--- config.mk ---
export PLATFORM = sky130hd
export DESIGN_NAME = mtr_incr_sched_flat
export DESIGN_NICKNAME = d
export VERILOG_FILES = /design/src/rtl/mtr_incr_sched_if.sv /design/src/rtl/mtr_incr_sched.sv /design/src/flat_wrapper.sv
export SDC_FILE = /design/constraint.sdc
export NUM_CORES = 1
export LEC_CHECK = 0
export BUFFER_PORTS_ARGS = -buffer_cell sky130_fd_sc_hd__buf_2
export CAP_MARGIN = 40
export CORE_MARGIN = 4
export CORE_UTILIZATION = 30
export CTS_CLUSTER_DIAMETER = 60
export CTS_CLUSTER_SIZE = 12
export DETAILED_ROUTE_END_ITERATION = 10
export SLEW_MARGIN = 30
export SYNTH_ARGS = -nofsm -noshare
export SYNTH_HDL_FRONTEND = slang
export SYNTH_SLANG_ARGS = --single-unit
--- constraint.sdc ---
create_clock -name MBOX_CLK -period 5 [get_ports MBOX_CLK]
set_input_delay 1 -clock MBOX_CLK [delete_from_list [all_inputs] [get_ports MBOX_CLK]]
set_output_delay 1 -clock MBOX_CLK [all_outputs]
set_load 0.02 [all_outputs]
--- src/rtl/mtr_incr_sched_if.sv ---
`default_nettype none
// +--------------------------------------------------------------------------+
// | Module   : mtr_incr_sched_if                                             |
// | Purpose  : Bundle of the meter-increment scheduler's request/readout     |
// |            signals. The MTR counters, interval timer and PI/CTL side     |
// |            act as the master; the scheduler is the slave.                |
// | Signals  : OVF[3:0]      1-cycle overflow pulses (TIME,PERF,EBOX,CACHE)  |
// |            VEC_IN        interval-done level                             |
// |            HONOR         PI honor pulse                                  |
// |            READ_DONE     microcode readout-complete pulse                |
// |            FLUSH         CONO MTR clear                                  |
// |            INTERRUPT_REQ request to PI                                   |
// |            VECTOR_REQ    winner is the interval vector                   |
// |            INCR_SEL[1:0] winning counter index                           |
// |            HOLD_SEL      selection frozen for readout mux                |
// |            PENDING[3:0]  per-counter pending flags                       |
// |            OVERRUN[3:0]  sticky overflow-while-pending flags             |
// |            TIMEOUT_ERR   sticky HOLD timeout flag                        |
// | Revision : 1.0  initial release                                          |
// +--------------------------------------------------------------------------+
interface mtr_incr_sched_if;
  logic [3:0] OVF;
  logic       VEC_IN;
  logic       HONOR;
  logic       READ_DONE;
  logic       FLUSH;
  logic       INTERRUPT_REQ;
  logic       VECTOR_REQ;
  logic [1:0] INCR_SEL;
  logic       HOLD_SEL;
  logic [3:0] PENDING;
  logic [3:0] OVERRUN;
  logic       TIMEOUT_ERR;

  modport master (
    output OVF, VEC_IN, HONOR, READ_DONE, FLUSH,
    input  INTERRUPT_REQ, VECTOR_REQ, INCR_SEL, HOLD_SEL, PENDING, OVERRUN, TIMEOUT_ERR
  );

  modport slave (
    input  OVF, VEC_IN, HONOR, READ_DONE, FLUSH,
    output INTERRUPT_REQ, VECTOR_REQ, INCR_SEL, HOLD_SEL, PENDING, OVERRUN, TIMEOUT_ERR
  );
endinterface
`default_nettype wire

--- src/rtl/mtr_incr_sched.sv ---
`default_nettype none
// +--------------------------------------------------------------------------+
// | Module   : mtr_incr_sched                                                |
// | Purpose  : Shares the meter board's single PI interrupt/readout path     |
// |            among the four meter counters and the interval-timer vector.  |
// |            Latches overflow pulses as pending requests, picks a winner,  |
// |            raises INTERRUPT_REQ, and freezes the selection from PI honor |
// |            through microcode readout.                                    |
// | Ports    : MBOX_CLK  clock, rising edge                                  |
// |            RESET     asynchronous, active-high                           |
// |            bus       mtr_incr_sched_if.slave (requests in, status out)   |
// | Params   : ACK_TIMEOUT  HOLD cycles allowed without READ_DONE (0 = off)  |
// |            TMO_W        timeout counter width, 2**TMO_W > ACK_TIMEOUT    |
// | Options  : MTR_RR_ARB_EN  round-robin among the four counters; when      |
// |                           undefined, fixed priority TIME>PERF>EBOX>CACHE |
// | Revision : 1.0  initial release                                          |
// +--------------------------------------------------------------------------+
module mtr_incr_sched #(
  parameter int ACK_TIMEOUT = 255,
  parameter int TMO_W       = 8
) (
  input  wire logic        MBOX_CLK,
  input  wire logic        RESET,
  mtr_incr_sched_if.slave  bus
);

  typedef enum logic [1:0] {
    IDLE = 2'd0,
    REQ  = 2'd1,
    HOLD = 2'd2,
    DONE = 2'd3
  } state_t;

  state_t           state;
  logic [TMO_W-1:0] tmo_cnt;
  logic [3:0]       pending;
  logic [3:0]       overrun;
  logic             intr_req;
  logic             vec_req;
  logic [1:0]       incr_sel;
  logic             hold_sel;
  logic             tmo_err;

  logic [3:0]       read_clr;
  logic [3:0]       pending_nxt;
  logic [3:0]       overrun_nxt;
  logic             cand_any;
  logic             win_vec;
  logic [1:0]       win_idx;
  logic             tmo_hit;

  assign bus.INTERRUPT_REQ = intr_req;
  assign bus.VECTOR_REQ    = vec_req;
  assign bus.INCR_SEL      = incr_sel;
  assign bus.HOLD_SEL      = hold_sel;
  assign bus.PENDING       = pending;
  assign bus.OVERRUN       = overrun;
  assign bus.TIMEOUT_ERR   = tmo_err;

  // Readout completion only retires a counter; the vector source is
  // cleared externally by CONO TIM.
  always_comb begin
    read_clr = 4'b0000;
    if (state == HOLD && bus.READ_DONE && !vec_req)
      read_clr[incr_sel] = 1'b1;
  end

  // A new overflow wins over a same-cycle clear (readout or flush).
  assign pending_nxt = bus.OVF | (pending & ~read_clr & ~{4{bus.FLUSH}});

  // Overrun only counts when the earlier request is still going to be pending.
  assign overrun_nxt = bus.FLUSH ? 4'b0000 : (overrun | (bus.OVF & pending & ~read_clr));

  // Arbitrating on the next-cycle pending set gives one cycle from OVF to
  // INTERRUPT_REQ and lets a flush empty the candidate set on the same edge.
  assign cand_any = bus.VEC_IN | (|pending_nxt);

`ifdef MTR_RR_ARB_EN
  logic [1:0] rr_ptr;
  logic [1:0] rr_idx;

  // Scan from the farthest offset down so the entry closest to the pointer
  // is the last one written and therefore wins.
  always_comb begin
    win_vec = bus.VEC_IN;
    win_idx = 2'd0;
    rr_idx  = 2'd0;
    if (!bus.VEC_IN) begin
      for (int k = 3; k >= 0; k--) begin
        rr_idx = rr_ptr + 2'(k);
        if (pending_nxt[rr_idx])
          win_idx = rr_idx;
      end
    end
  end
`else
  always_comb begin
    win_vec = bus.VEC_IN;
    win_idx = 2'd0;
    if (!bus.VEC_IN) begin
      if      (pending_nxt[0]) win_idx = 2'd0;
      else if (pending_nxt[1]) win_idx = 2'd1;
      else if (pending_nxt[2]) win_idx = 2'd2;
      else if (pending_nxt[3]) win_idx = 2'd3;
      else                     win_idx = 2'd0;
    end
  end
`endif

  // The counter starts at 0 on HOLD entry, so matching ACK_TIMEOUT-1 ends
  // HOLD after exactly ACK_TIMEOUT cycles.
  assign tmo_hit = (ACK_TIMEOUT != 0) && (tmo_cnt == TMO_W'(ACK_TIMEOUT - 1));

  always_ff @(posedge MBOX_CLK or posedge RESET) begin
    if (RESET) begin
      state    <= IDLE;
      tmo_cnt  <= '0;
      pending  <= 4'b0000;
      overrun  <= 4'b0000;
      intr_req <= 1'b0;
      vec_req  <= 1'b0;
      incr_sel <= 2'd0;
      hold_sel <= 1'b0;
      tmo_err  <= 1'b0;
`ifdef MTR_RR_ARB_EN
      rr_ptr   <= 2'd0;
`endif
    end else begin
      pending <= pending_nxt;
      overrun <= overrun_nxt;
      case (state)
        IDLE: begin
          if (cand_any) begin
            state    <= REQ;
            intr_req <= 1'b1;
            vec_req  <= win_vec;
            incr_sel <= win_idx;
          end
        end
        REQ: begin
          if (!cand_any) begin
            state    <= IDLE;
            intr_req <= 1'b0;
            vec_req  <= 1'b0;
            incr_sel <= 2'd0;
          end else if (bus.HONOR) begin
            // Freeze what PI actually honored, not a fresh arbitration.
            state    <= HOLD;
            intr_req <= 1'b0;
            hold_sel <= 1'b1;
            tmo_cnt  <= '0;
`ifdef MTR_RR_ARB_EN
            if (!vec_req)
              rr_ptr <= incr_sel + 2'd1;
`endif
          end else begin
            vec_req  <= win_vec;
            incr_sel <= win_idx;
          end
        end
        HOLD: begin
          if (bus.FLUSH || bus.READ_DONE || tmo_hit) begin
            state    <= DONE;
            hold_sel <= 1'b0;
            vec_req  <= 1'b0;
            incr_sel <= 2'd0;
            tmo_cnt  <= '0;
            if (!bus.FLUSH && !bus.READ_DONE)
              tmo_err <= 1'b1;
          end else begin
            tmo_cnt <= tmo_cnt + 1'b1;
          end
        end
        DONE: begin
          state <= IDLE;
        end
        default: begin
          state <= IDLE;
        end
      endcase
    end
  end

endmodule
`default_nettype wire

--- src/flat_wrapper.sv ---
// flat-port wrapper written by rule: the top's interface ports become plain ports
module mtr_incr_sched_flat 
#(
  parameter int ACK_TIMEOUT = 255,
  parameter int TMO_W       = 8
)
  (MBOX_CLK, RESET, bus_OVF, bus_VEC_IN, bus_HONOR, bus_READ_DONE, bus_FLUSH, bus_INTERRUPT_REQ, bus_VECTOR_REQ, bus_INCR_SEL, bus_HOLD_SEL, bus_PENDING, bus_OVERRUN, bus_TIMEOUT_ERR);
  mtr_incr_sched_if bus_i ();
  input  wire logic MBOX_CLK;
  input  wire logic RESET;
  input wire logic [$bits(bus_i.OVF)-1:0] bus_OVF;
  input wire logic [$bits(bus_i.VEC_IN)-1:0] bus_VEC_IN;
  input wire logic [$bits(bus_i.HONOR)-1:0] bus_HONOR;
  input wire logic [$bits(bus_i.READ_DONE)-1:0] bus_READ_DONE;
  input wire logic [$bits(bus_i.FLUSH)-1:0] bus_FLUSH;
  output wire logic [$bits(bus_i.INTERRUPT_REQ)-1:0] bus_INTERRUPT_REQ;
  output wire logic [$bits(bus_i.VECTOR_REQ)-1:0] bus_VECTOR_REQ;
  output wire logic [$bits(bus_i.INCR_SEL)-1:0] bus_INCR_SEL;
  output wire logic [$bits(bus_i.HOLD_SEL)-1:0] bus_HOLD_SEL;
  output wire logic [$bits(bus_i.PENDING)-1:0] bus_PENDING;
  output wire logic [$bits(bus_i.OVERRUN)-1:0] bus_OVERRUN;
  output wire logic [$bits(bus_i.TIMEOUT_ERR)-1:0] bus_TIMEOUT_ERR;
  assign bus_i.OVF = bus_OVF;
  assign bus_i.VEC_IN = bus_VEC_IN;
  assign bus_i.HONOR = bus_HONOR;
  assign bus_i.READ_DONE = bus_READ_DONE;
  assign bus_i.FLUSH = bus_FLUSH;
  assign bus_INTERRUPT_REQ = bus_i.INTERRUPT_REQ;
  assign bus_VECTOR_REQ = bus_i.VECTOR_REQ;
  assign bus_INCR_SEL = bus_i.INCR_SEL;
  assign bus_HOLD_SEL = bus_i.HOLD_SEL;
  assign bus_PENDING = bus_i.PENDING;
  assign bus_OVERRUN = bus_i.OVERRUN;
  assign bus_TIMEOUT_ERR = bus_i.TIMEOUT_ERR;
  mtr_incr_sched #(.ACK_TIMEOUT(ACK_TIMEOUT), .TMO_W(TMO_W)) u_core (.MBOX_CLK(MBOX_CLK), .RESET(RESET), .bus(bus_i));
endmodule
==> results of run 1 <==
-- through the flow --
step / utilization, % / setup WS (ns) / hold slack [ns] / power [uW] / cells
floorplan: - / 2.01 / 0.497 / 465 / 147
global placement: 35.1 / 1.78 / 0.438 / 536 / 218
detailed placement: 35.8 / 1.76 / 0.444 / 540 / 219
CTS: 37.4 / 1.93 / 0.469 / 717 / 223
global route: 37.4 / 1.69 / 0.486 / 770 / 223
finish: 37.4 / 1.95 / 0.469 / 708 / 223
-- area by class of cell --
type                       count  area (sq um)  area share [%]
sequential                    24           601            36.4
timing repair buffer          24           143            8.64
clock inverter                 1          30.0            1.82
tap                           52          65.1            3.94
multi-input combinational    111           741            44.9
clock buffer                   3          41.3            2.50
inverter                       8          30.0            1.82
-- layer usage --
layer	global-route usage [%]	vias to the layer above	part of all wire (%)
li1	-	573	-
met1	15.5	532	51
met2	17.0	20	43
met3	4.02	2	5.5
met4	1.92	0	0.40
met5	0	-	0
-- cells in the final DEF, fill, tap and decap left out, types with 3 or more instances in the layout --
master / n
a21o_1: 3
a21oi_1: 4
a22o_1: 5
a31oi_1: 4
buf_2: 23
clkbuf_8: 3
dfrtp_1: 24
ha_1: 7
inv_1: 8
mux2i_1: 4
nand2_1: 12
nand2b_1: 4
nand3_1: 7
nor2_1: 17
nor2b_1: 5
nor3_1: 6
o21ai_0: 7
-- worst paths after layout --
path	slack (ns)	endpoint	from	cells after the start
max reg2reg	1.95	u_core.bus.VECTOR_REQ$_DFFE_PP0P_	u_core.state[0]$_DFFE_PP0P_	8
min in group asynchronous	0.71	u_core.tmo_cnt[4]$_DFFE_PP0P_	RESET	2
min	0.47	u_core.bus.TIMEOUT_ERR$_DFFE_PP0P_	u_core.bus.TIMEOUT_ERR$_DFFE_PP0P_	1
min reg2reg	0.47	u_core.bus.TIMEOUT_ERR$_DFFE_PP0P_	u_core.bus.TIMEOUT_ERR$_DFFE_PP0P_	1
max in group asynchronous	3.86	u_core.bus.INCR_SEL[1]$_DFFE_PP0P_	RESET	3
max	1.95	u_core.bus.VECTOR_REQ$_DFFE_PP0P_	u_core.state[0]$_DFFE_PP0P_	8
-- state kept, by name, summed over array words and instances (netlist names), named ones only --
signal / cells
u_core.bus.HOLD_SEL: 1
u_core.bus.INCR_SEL: 2
u_core.bus.INTERRUPT_REQ: 1
u_core.bus.OVERRUN: 4
u_core.bus.PENDING: 4
u_core.bus.TIMEOUT_ERR: 1
u_core.bus.VECTOR_REQ: 1
u_core.state: 1
u_core.tmo_cnt: 8
-- cells in the mapped netlist (all sizes together), types with 2 or more instances --
master	instances
a21o	3
a21oi	5
a22o	5
a31oi	4
buf	2
clkbuf	2
dfrtp	24
ha	7
inv	8
mux2	3
mux2i	4
nand2	12
nand2b	4
nand3	7
nor2	17
nor2b	5
nor3	6
o21ai	7
o22ai	2
or2	2
-- where the power goes --
group	internal [uW]	total [uW]	switching (uW)
clock	107	172	64.8
combinational	116	284	168
sequential	225	252	27.6
-- logic make-up (layout without fill, tap and decap cells) --
group / Yosys count / in the layout / synth area share (%)
adders and majority gates: 7 / 7 / 6.30
DFF: 24 / 24 / 43.2
muxes: 7 / 7 / 5.31
and+or+nand+nor: 62 / 62 / 22.8
AOI/OAI and AO/OA: 35 / 35 / 18.9
buffers and inverters: 12 / 36 / 3.51
==> impl_metrics.toml, run 1 <==
[finish]
fin_nets = 189
drive_gt1_share_pct = 23.4
fillCellCount = 459
areaGrowthSynthToFinish_pct = 18.7
antenna_cells = 0
final_cell_area_sq_mm = 0.00165

[critical_path]
path_cells = "inv_1 -> ha_1 -> and3b_2 -> a21oi_2 -> or4_4 -> nor3_1 -> a2111o_1 -> mux2_1"
slowest_stage = "nor3_1"
critical-path-max-stage-delay_ns = 0.56
worst_ep_arrival_time_ns = 3.21
crit_fanout = 7
crit_family = "simple AND/OR/NAND/NOR gates"
path_buf_inv = 1
cp_data_required_time_ns = 5.15
end_kind = "register"
start_kind = "register"
worstSetupPathType = "reg2reg"

[routing]
route.detailed.drc = 0
drt.antenna.violating_nets = 0
vias = 1127
wire_per_inst_um = 13.5
wl_mm = 3.00
first_pass_iters = 4
drt_first_iter_violations = 56
viasPerCell = 5.05

[clock_tree]
clk_path_buf_depth = 2
clk_pin_slew_ns = 0.09
htreeDepth = 1
postCtsHoldBufs = 0
cts_tree = "built"
insertion_delay_ns = 0.27
cts-resized-gates = 0
clock-sinks = 24
cts_buffers = 3
post_cts_buffers = 0
clockRootBuffer = "clkbuf_8"

[yosys]
synth_top_area_cell = "dfrtp_1"
synth.avg_cell_area_sq_um = 9.46
yosysWarnings = 0
async_flop_share_pct = 100
synth_top_area_share_pct = 43.2
syn-instance-count = 147
yosys-top-cells-area = "dfrtp_1 43%, ha_1 6.3%, nor2_1 4.6%"
synth.net_count = 164
seq_area_frac_synth_pct = 43.2
synth_top_flop_cell = "dfrtp_1"
synth-edff-count = 0
synth-seq-cells = 24
synth_cell_type_count = 41
syn_area_sq_mm = 0.00139

[floorplanning]
num_rows = 24
ios = 24
die_area_sq_mm = 0.00579
die_x_um = 76.1
die_height_um = 76.1
core_area_sq_mm = 0.00441
initial_core_util_pct = 31.5

[placement]
gp_congestion = 0.794
portBuffers = 23
dp_hpwl_mm = 2.31
placed_area_sq_mm = 0.00158

[timing]
finalSetupViolations = 0
slew_violations = 0
min_period_over_period_pct = 61.1
rsz0062_at_grt = "false"
hold_viol = 0
finalCriticalPeriod_ns = 3.05
skew_ns = 0.00361
worst_pin_slew_ns = 0.695
relSlewSlack_pct = 53.3
tns_ns = 0
fmax_mhz = 327

[grt]
grt-ovfl-total = 0
antenna_found_initial = 0
grt_pass1_wl_mm = 5.53
grt_pass1_vias = 1176
grt_max_degree = 17
grt_use_total_pct = 11.2

[pwr]
peakVddDrop_v = 0.000210
p_leak_uw = 0.000796
powerDensity_mw_per_mm2 = 429

[flow_run]
cap_violations = 0

[min_path]
hold_class = "reg2reg"

[status]
status = "completed"
(Power assumes the default switching activity.)
==> inputs of run 2 (changes only) <==
Clock period 5 ns to 3.05 ns, I/O delays scaled along.
==> impl_metrics.toml, run 2 (same netlist as run 1, synthesis figures left out) <==
[status]
status = "completed"

[critical_path]
reg2reg_to = "u_core.bus.VECTOR_REQ$_DFFE_PP0P_"
worstSetupPathType = "reg2reg"
end_kind = "register"
worst_ep_arrival_time_ns = 2.97
ff2ff_path_depth = 8
cp_data_required_time_ns = 3.20
reg2reg_from = "u_core.state[0]$_DFFE_PP0P_"
ff2ff_setup_slack_ns = 0.24
crit_fanout = 9
start_kind = "register"

[pwr]
power_uw = 1080
peakVddDrop_v = 0.000293
powerDensity_mw_per_mm2 = 652
p_leak_uw = 0.000802

[floorplanning]
core_area_sq_mm = 0.00441
num_rows = 24
die_area_sq_mm = 0.00579
die_x_um = 76.1
die_height_um = 76.1
initial_core_util_pct = 31.5
ios = 24

[clock_tree]
clk_path_buf_depth = 2
clk_pin_slew_ns = 0.08
clock-sinks = 24
post_cts_buffers = 0
postCtsHoldBufs = 0
insertion_delay_ns = 0.27
htreeDepth = 1
cts_buffers = 3
cts_tree = "built"
clockRootBuffer = "clkbuf_8"
cts-resized-gates = 0

[grt]
grt_pass1_wl_mm = 5.44
antenna_found_initial = 0
grt_max_degree = 16
grt-ovfl-total = 0
grt_use_total_pct = 11.2
grt_pass1_vias = 1178

[routing]
viasPerCell = 4.94
vias = 1117
drt.antenna.violating_nets = 0
drt_first_iter_violations = 40
route.detailed.drc = 0
first_pass_iters = 4
wl_mm = 3.00
wire_per_inst_um = 13.3

[finish]
antenna_cells = 0
areaGrowthSynthToFinish_pct = 18.7
final_common_cell = "dfrtp_1"
fillCellCount = 457
fin_nets = 193
drive_gt1_share_pct = 24.7
largest-register = "u_core.tmo_cnt"
final_cell_mix = "24 x dfrtp_1, 23 x buf_2, 17 x nor2_1, 12 x nand2_1, 8 x inv_1"
largest_register_ffs = 8

[min_path]
hold_class = "in2async"

[timing]
skew_ns = 0.00363
fmax_mhz = 356
rsz0062_at_grt = "false"
finalCriticalPeriod_ns = 2.81
worst_pin_slew_ns = 0.586
min_period_over_period_pct = 92.2
slew_violations = 0
finalSetupViolations = 0
relSlewSlack_pct = 60.5
hold_viol = 0
tns_ns = 0

[placement]
dp_hpwl_mm = 2.38
gp_congestion = 0.791
portBuffers = 23

[flow_run]
cap_violations = 0
[run 2: cell types whose count changed in the layout (fill, tap and decap cells not counted)]
cell / change
o21ai_1: +1
buf_4: +4
o21ai_0: -1
bufinv_16: -1
[run 2: power breakdown]
part           internal [uW]  switching [uW]
clock network           88.4            96.4
logic                    202             278
registers                369            41.9
total                    659             417
[run 2: area by class of cell]
class | instances | area (sq um) | share of cell area [%]
multi-input cells | 111 | 741 | 44.9
flip-flops and latches | 24 | 601 | 36.4
repair buffers | 28 | 173 | 10.5
well taps | 52 | 65.1 | 3.94
clock buffers | 3 | 41.3 | 2.50
inverters | 8 | 30.0 | 1.82
[run 2: routing by layer]
layer	wire length [um]	track usage [%]	part of all wire [%]
met1	1600	16.0	53
met3	152	4.14	5.1
met4	44	3.15	1.5
met5	0	0	0
met2	1210	15.6	40
[run 2: worst max path at each step]
| stage | start | to | slack, ns | cells past startpoint |
|---|---|---|---|---|
| 5_1_grt | u_core.state[0]$_DFFE_PP0P_ | u_core.bus.VECTOR_REQ$_DFFE_PP0P_ | 0.11 | 8 |
| 6_report | u_core.state[0]$_DFFE_PP0P_ | u_core.bus.VECTOR_REQ$_DFFE_PP0P_ | 0.24 | 8 |
| 3_3_place_gp | u_core.state[0]$_DFFE_PP0P_ | u_core.tmo_cnt[2]$_DFFE_PP0P_ | 0.24 | 9 |
| 2_1_floorplan | u_core.state[0]$_DFFE_PP0P_ | u_core.bus.INCR_SEL[0]$_DFFE_PP0P_ | 0.33 | 8 |
| 4_1_cts | u_core.state[0]$_DFFE_PP0P_ | u_core.tmo_cnt[7]$_DFFE_PP0P_ | 0.21 | 9 |
| 3_5_place_dp | u_core.state[0]$_DFFE_PP0P_ | u_core.tmo_cnt[7]$_DFFE_PP0P_ | 0.24 | 9 |
[run 2: worst max-delay path, cell delays in order (launching register included)]
cell and delay, ns:
dfrtp_1 0.43, inv_1 0.15, ha_1 0.21, and3b_2 0.24, a21oi_2 0.07, or4_4 0.51, o311a_4 0.37, a2111o_1 0.41
mux2_1 0.32
[run 2: through the flow]
step / utilization [%] / cells / hold slack, ns / area [sq um] / setup WS, ns
CTS: 37.4 / 226 / 0.349 / 1650 / 0.211
global route: 37.4 / 226 / 0.368 / 1650 / 0.115
global placement: 35.8 / 222 / 0.442 / 1580 / 0.236
finish: 37.4 / 226 / 0.341 / 1650 / 0.238
floorplan: - / 147 / 0.497 / 1390 / 0.329
detailed placement: 36.5 / 223 / 0.465 / 1610 / 0.243
